===== src/rtl/chunk_adder.sv =====
// -----------------------------------------------------------------------------
// chunk_adder
//
// Multi-cycle adder. It latches two WIDTH-bit operands and a carry-in. It then
// adds them CHUNK bits per clock, rippling the carry between chunks through a
// stored carry flop. After N = WIDTH/CHUNK RUN cycles it presents the sum, the
// unsigned carry-out and the two's-complement overflow. The result is held
// until the consumer takes it.
//
// Optional feature: when the macro CHUNK_ADDER_SUB_EN is defined, the block has
// an extra input port `sub`, which is latched at accept. With sub=1 the block
// computes x + ~y + 1 and ignores cin. cout=1 then means "no borrow".
//
// Ports
//   clk        in   sole clock, rising edge
//   rst_n      in   asynchronous active-low reset
//   in_valid   in   operands/cin presented
//   in_ready   out  block idle and able to accept operands
//   x, y       in   WIDTH-bit operands
//   cin        in   carry-in
//   sub        in   (CHUNK_ADDER_SUB_EN only) subtract select
//   out_valid  out  result valid and held stable
//   out_ready  in   consumer takes result
//   s          out  WIDTH-bit sum
//   cout       out  carry out of bit WIDTH-1
//   ovf        out  two's-complement overflow
// -----------------------------------------------------------------------------
module chunk_adder #(
    parameter int WIDTH = 32,
    parameter int CHUNK = 8
) (
    input  logic             clk,
    input  logic             rst_n,
    input  logic             in_valid,
    output logic             in_ready,
    input  logic [WIDTH-1:0] x,
    input  logic [WIDTH-1:0] y,
    input  logic             cin,
`ifdef CHUNK_ADDER_SUB_EN
    input  logic             sub,
`endif
    output logic             out_valid,
    input  logic             out_ready,
    output logic [WIDTH-1:0] s,
    output logic             cout,
    output logic             ovf
);

    localparam int N  = WIDTH / CHUNK;
    localparam int KW = (N > 1) ? $clog2(N) : 1;
    localparam logic [KW-1:0] K_LAST = KW'(N - 1);

    typedef enum logic [1:0] {
        IDLE = 2'd0,
        RUN  = 2'd1,
        DONE = 2'd2
    } state_t;

    state_t            state_q, state_d;
    logic [KW-1:0]     k_q, k_d;
    logic              carry_q, carry_d;
    logic [WIDTH-1:0]  x_q, x_d;
    logic [WIDTH-1:0]  y_q, y_d;
    logic [WIDTH-1:0]  s_q, s_d;
    logic              cout_q, cout_d;
    logic              ovf_q, ovf_d;
    logic              out_valid_q, out_valid_d;

    logic [WIDTH-1:0]  y_acc_s;
    logic              cin_acc_s;
    logic [CHUNK-1:0]  x_chunk_s;
    logic [CHUNK-1:0]  y_chunk_s;
    logic [CHUNK:0]    chunk_sum_s;

    // Operand conditioning at accept: subtraction is folded into the stored
    // operand (~y) and stored carry (1), so the RUN datapath only ever adds.
    always_comb begin
        y_acc_s   = y;
        cin_acc_s = cin;
`ifdef CHUNK_ADDER_SUB_EN
        if (sub) begin
            y_acc_s   = ~y;
            cin_acc_s = 1'b1;
        end else begin
            y_acc_s   = y;
            cin_acc_s = cin;
        end
`endif
    end

    // One chunk of the ripple: chunk k of both operands plus the stored carry.
    always_comb begin
        x_chunk_s   = x_q[k_q*CHUNK +: CHUNK];
        y_chunk_s   = y_q[k_q*CHUNK +: CHUNK];
        chunk_sum_s = {1'b0, x_chunk_s} + {1'b0, y_chunk_s} + {{CHUNK{1'b0}}, carry_q};
    end

    // Next-state and datapath update logic for the IDLE/RUN/DONE controller.
    always_comb begin
        state_d     = state_q;
        k_d         = k_q;
        carry_d     = carry_q;
        x_d         = x_q;
        y_d         = y_q;
        s_d         = s_q;
        cout_d      = cout_q;
        ovf_d       = ovf_q;
        out_valid_d = out_valid_q;
        case (state_q)
            IDLE: begin
                if (in_valid) begin
                    x_d     = x;
                    y_d     = y_acc_s;
                    carry_d = cin_acc_s;
                    k_d     = {KW{1'b0}};
                    state_d = RUN;
                end else begin
                    state_d = IDLE;
                end
            end
            RUN: begin
                s_d[k_q*CHUNK +: CHUNK] = chunk_sum_s[CHUNK-1:0];
                carry_d                 = chunk_sum_s[CHUNK];
                if (k_q == K_LAST) begin
                    state_d     = DONE;
                    out_valid_d = 1'b1;
                    cout_d      = chunk_sum_s[CHUNK];
                    // The carry into the MSB is recovered from the MSB's sum
                    // bit and operand bits. Overflow is that carry XOR the
                    // carry out of the MSB.
                    ovf_d       = x_q[WIDTH-1] ^ y_q[WIDTH-1]
                                ^ chunk_sum_s[CHUNK-1] ^ chunk_sum_s[CHUNK];
                end else begin
                    k_d = k_q + KW'(1);
                end
            end
            DONE: begin
                if (out_ready) begin
                    out_valid_d = 1'b0;
                    state_d     = IDLE;
                end else begin
                    state_d = DONE;
                end
            end
            default: begin
                state_d     = IDLE;
                out_valid_d = 1'b0;
            end
        endcase
    end

    // State and datapath registers; reset aborts any operation in flight.
    always_ff @(posedge clk or negedge rst_n) begin
        if (!rst_n) begin
            state_q     <= IDLE;
            k_q         <= {KW{1'b0}};
            carry_q     <= 1'b0;
            x_q         <= {WIDTH{1'b0}};
            y_q         <= {WIDTH{1'b0}};
            s_q         <= {WIDTH{1'b0}};
            cout_q      <= 1'b0;
            ovf_q       <= 1'b0;
            out_valid_q <= 1'b0;
        end else begin
            state_q     <= state_d;
            k_q         <= k_d;
            carry_q     <= carry_d;
            x_q         <= x_d;
            y_q         <= y_d;
            s_q         <= s_d;
            cout_q      <= cout_d;
            ovf_q       <= ovf_d;
            out_valid_q <= out_valid_d;
        end
    end

    assign in_ready  = (state_q == IDLE);
    assign out_valid = out_valid_q;
    assign s         = s_q;
    assign cout      = cout_q;
    assign ovf       = ovf_q;

endmodule


===== config.mk =====
export PLATFORM = sky130hd
export DESIGN_NAME = chunk_adder
export DESIGN_NICKNAME = d
export VERILOG_FILES = /design/src/rtl/chunk_adder.sv
export SDC_FILE = /design/constraint.sdc
export NUM_CORES = 1
export LEC_CHECK = 0
export CORE_MARGIN = 2
export CORE_UTILIZATION = 40
export DETAILED_ROUTE_END_ITERATION = 8
export PLACE_DENSITY = 0.66
export SLEW_MARGIN = 0
export SYNTH_ARGS = -nofsm -noshare
export SYNTH_HDL_FRONTEND = slang
export SYNTH_SLANG_ARGS = --single-unit
export TNS_END_PERCENT = 20

===== constraint.sdc =====
create_clock -name clk -period 4.1 [get_ports clk]
set_clock_uncertainty 0.1 [all_clocks]
set_input_delay 1.025 -clock clk [delete_from_list [all_inputs] [get_ports clk]]
set_output_delay 1.025 -clock clk [all_outputs]
set_load 0.01 [all_outputs]

==> metrics <==
area leader, netlist dfrtp_1; Pre-antenna DRT Iters 6; syn_area_per_cell 14.1 sq um; cts hold-fix bufs 0; Max IR drop VDD 0.422 mV; top cells by area, synth dfrtp_1 55%, mux2_2 15%, mux4_2 7.6%; first-pass GRT wire length 17300 microns; Synth-to-Final Area Change 32.3%; Slew Limit Fails 0; clock buffer count from CTS 9; antenna violations before repair 0; final hold vios 0; Power Density 933 nW/um^2; synth cell count leaders 104 x dfrtp_1, 65 x mux2_2, 27 x a22o_1; mean number of vias per cell 5.38; Initial Util 0.412; die height 113 microns; Setup violations, final 0; CTS tree done; final net count 528; LEAKAGE 2.60 nW; Most Frequent Cell on Critical Path fa_1; share of layout cells above drive strength 1 0.245; Clock Latency Late Sink 330 ps; Mapped Cells 337; # resized after CTS 0; Worst-Margin Slew 644 ps; Crit path arrival time 3720 ps; failing checks design-rule violations; fill count 961; syn_nets 421; combinational share of power 0.545; footprint of the multi-input gates 2070 sq um; critical path peak fanout 9; DR WL/cell 17.5 microns; CORE AREA 11500 sq um; row count 39; Crit path largest cell delay 670 ps; nature of the critical path startpoint register; maxcap violations 0; total gr overflow 0; RSZ-0062 raised after global routing false; Psw 2.35 mW; Yosys cell types 38; antenna-violating nets left 0; synthesized flop and latch total 104; post-DP HPWL 7840 microns; vias in the first global route 3310; Seq pwr share 0.304; Worst-path clk slew 70 ps; clock sink total 104; largest net degree at the start of global routing 60; fin crit share 0.869; Period minus WS final 3560 ps; die area 12800 sq um; Critical Path RT 4260 ps; Root Driver clkbuf_16; critical path's slowest cell dfrtp_1; Mapped Area 4750 sq um; min-delay worst type register to register; switching share of total power 0.402; flop-to-flop setup slack 540 ps; post-route cell area 6280 sq um; Vias 3186; I/O pin count 105; Sequential cell area 2600 sq um; Post-synth EDFFs 0; CTS max path bufs 2; status finished, violations left; chip width 113 microns; f_max 281 MHz; postcts setup bufs 0; Rel. slew slack 0.567; asr flop ratio synth 1.00; initial drt markers 174; Seq/Total Area, Yosys 0.548; Routed WL 10300 microns; critical path start-end classification register to register; crit-path cells mux4_2, fa_1, fa_1, a211oi_1, o211ai_1, nand3_1, or4b_1, o211ai_2; # port buffers 104; Setup crit end kind register; minimum hold slack 389 ps; post-synth top area share 0.548; post-route DRC violation count 6; clock power share 0.151; Top FF cell, synth dfrtp_1; Internal 3.51 mW; Placed Area 5970 sq um; setup tns final 0 ps; gp weighted congestion 0.849; most common cell in the netlist dfrtp_1; ant diodes 0; YS warnings 0; GRT Total Usage 0.171; H-tree depth 3
==> logic make-up after synthesis <==
family / count (synthesis) / synth area share
multiplexers: 81 / 0.230
buffers and inverters: 17 / 0.0171
AND/OR/NAND/NOR: 46 / 0.0427
AO/OA/AOI/OAI: 68 / 0.108
XOR/XNOR: 6 / 0.0111
adder cells (fa/ha/maj): 15 / 0.0427
flip-flops: 104 / 0.548
==> power by group through the flow <==
stage	Clock [mW]	Sequential [mW]	Combinational [mW]
2_1_floorplan	0	1.71	2.32
3_3_place_gp	0	1.80	3.12
3_5_place_dp	0	1.81	3.21
4_1_cts	0.906	1.79	3.23
5_1_grt	0.952	1.85	3.55
6_report	0.882	1.78	3.20
==> cells in the final DEF (no fill, tap or decap), drive strengths merged, types with 3 or more instances in the layout <==
cell type,n
mux2,65
a22o,27
mux4,16
buf,6
nand2,23
nor2,12
a21oi,11
nand4,3
inv,6
o211ai,4
xnor2,5
o21ai,14
clkbuf,9
clkinv,3
a211oi,3
dfrtp,104
ha,13
clkdlybuf4s50,103
==> layer usage <==
layer / global-route usage / vias up / wire length [microns] / share of wire
met5: 0 / - / 0 / 0
met4: 0.0398 / 0 / 56 / 0.0054
met3: 0.0305 / 4 / 576 / 0.056
met2: 0.265 / 102 / 4750 / 0.46
met1: 0.253 / 1594 / 4960 / 0.48
li1: - / 1486 / - / -
==> flip-flops by register name (all words and copies together), names as in the netlist <==
name,count
carry_q,1
cout,1
k_q,2
out_valid,1
ovf,1
s,32
state_q,2
x_q,32
y_q,32
==> layout make-up <==
type | count | share of cell area
clock buffers | 9 | 0.0359
clock inverters | 7 | 0.0141
inverters | 4 | 0.00239
multi-input cells | 216 | 0.329
flip-flops and latches | 104 | 0.414
well taps | 143 | 0.0285
repair buffers | 109 | 0.175
==> path summary, 6_finish.rpt <==
| kind | depth (start not counted) | end | startpoint |
|---|---|---|---|
| max | 8 | ovf$_DFFE_PN0P_ | k_q[0]$_DFFE_PN0P_ |
| min | 2 | s[18]$_DFFE_PN0P_ | s[18]$_DFFE_PN0P_ |
| max reg2reg | 8 | ovf$_DFFE_PN0P_ | k_q[0]$_DFFE_PN0P_ |
| min reg2reg | 2 | s[18]$_DFFE_PN0P_ | s[18]$_DFFE_PN0P_ |
| max in group asynchronous | 2 | y_q[0]$_DFFE_PN0P_ | rst_n |
| min in group asynchronous | 1 | s[26]$_DFFE_PN0P_ | rst_n |
==> critical path, delay by kind of cell, from the launching register on <==
kind / cells / cell delay [ps]
compound gates: 3 / 640
fa+ha+maj: 2 / 920
flops: 1 / 670
simple gates: 2 / 560
mux: 1 / 610
==> through the flow <==
| stage | std cells | worst slack (ps) | util | total power, mW |
|---|---|---|---|---|
| floorplan | 337 | 587 | - | 4.03 |
| global placement | 576 | 605 | 0.518 | 4.92 |
| detailed placement | 576 | 501 | 0.518 | 5.01 |
| CTS | 592 | 478 | 0.545 | 5.92 |
| global route | 592 | 271 | 0.545 | 6.35 |
| finish | 592 | 539 | 0.545 | 5.86 |
Note: power is estimated with default switching activity, not from simulation.
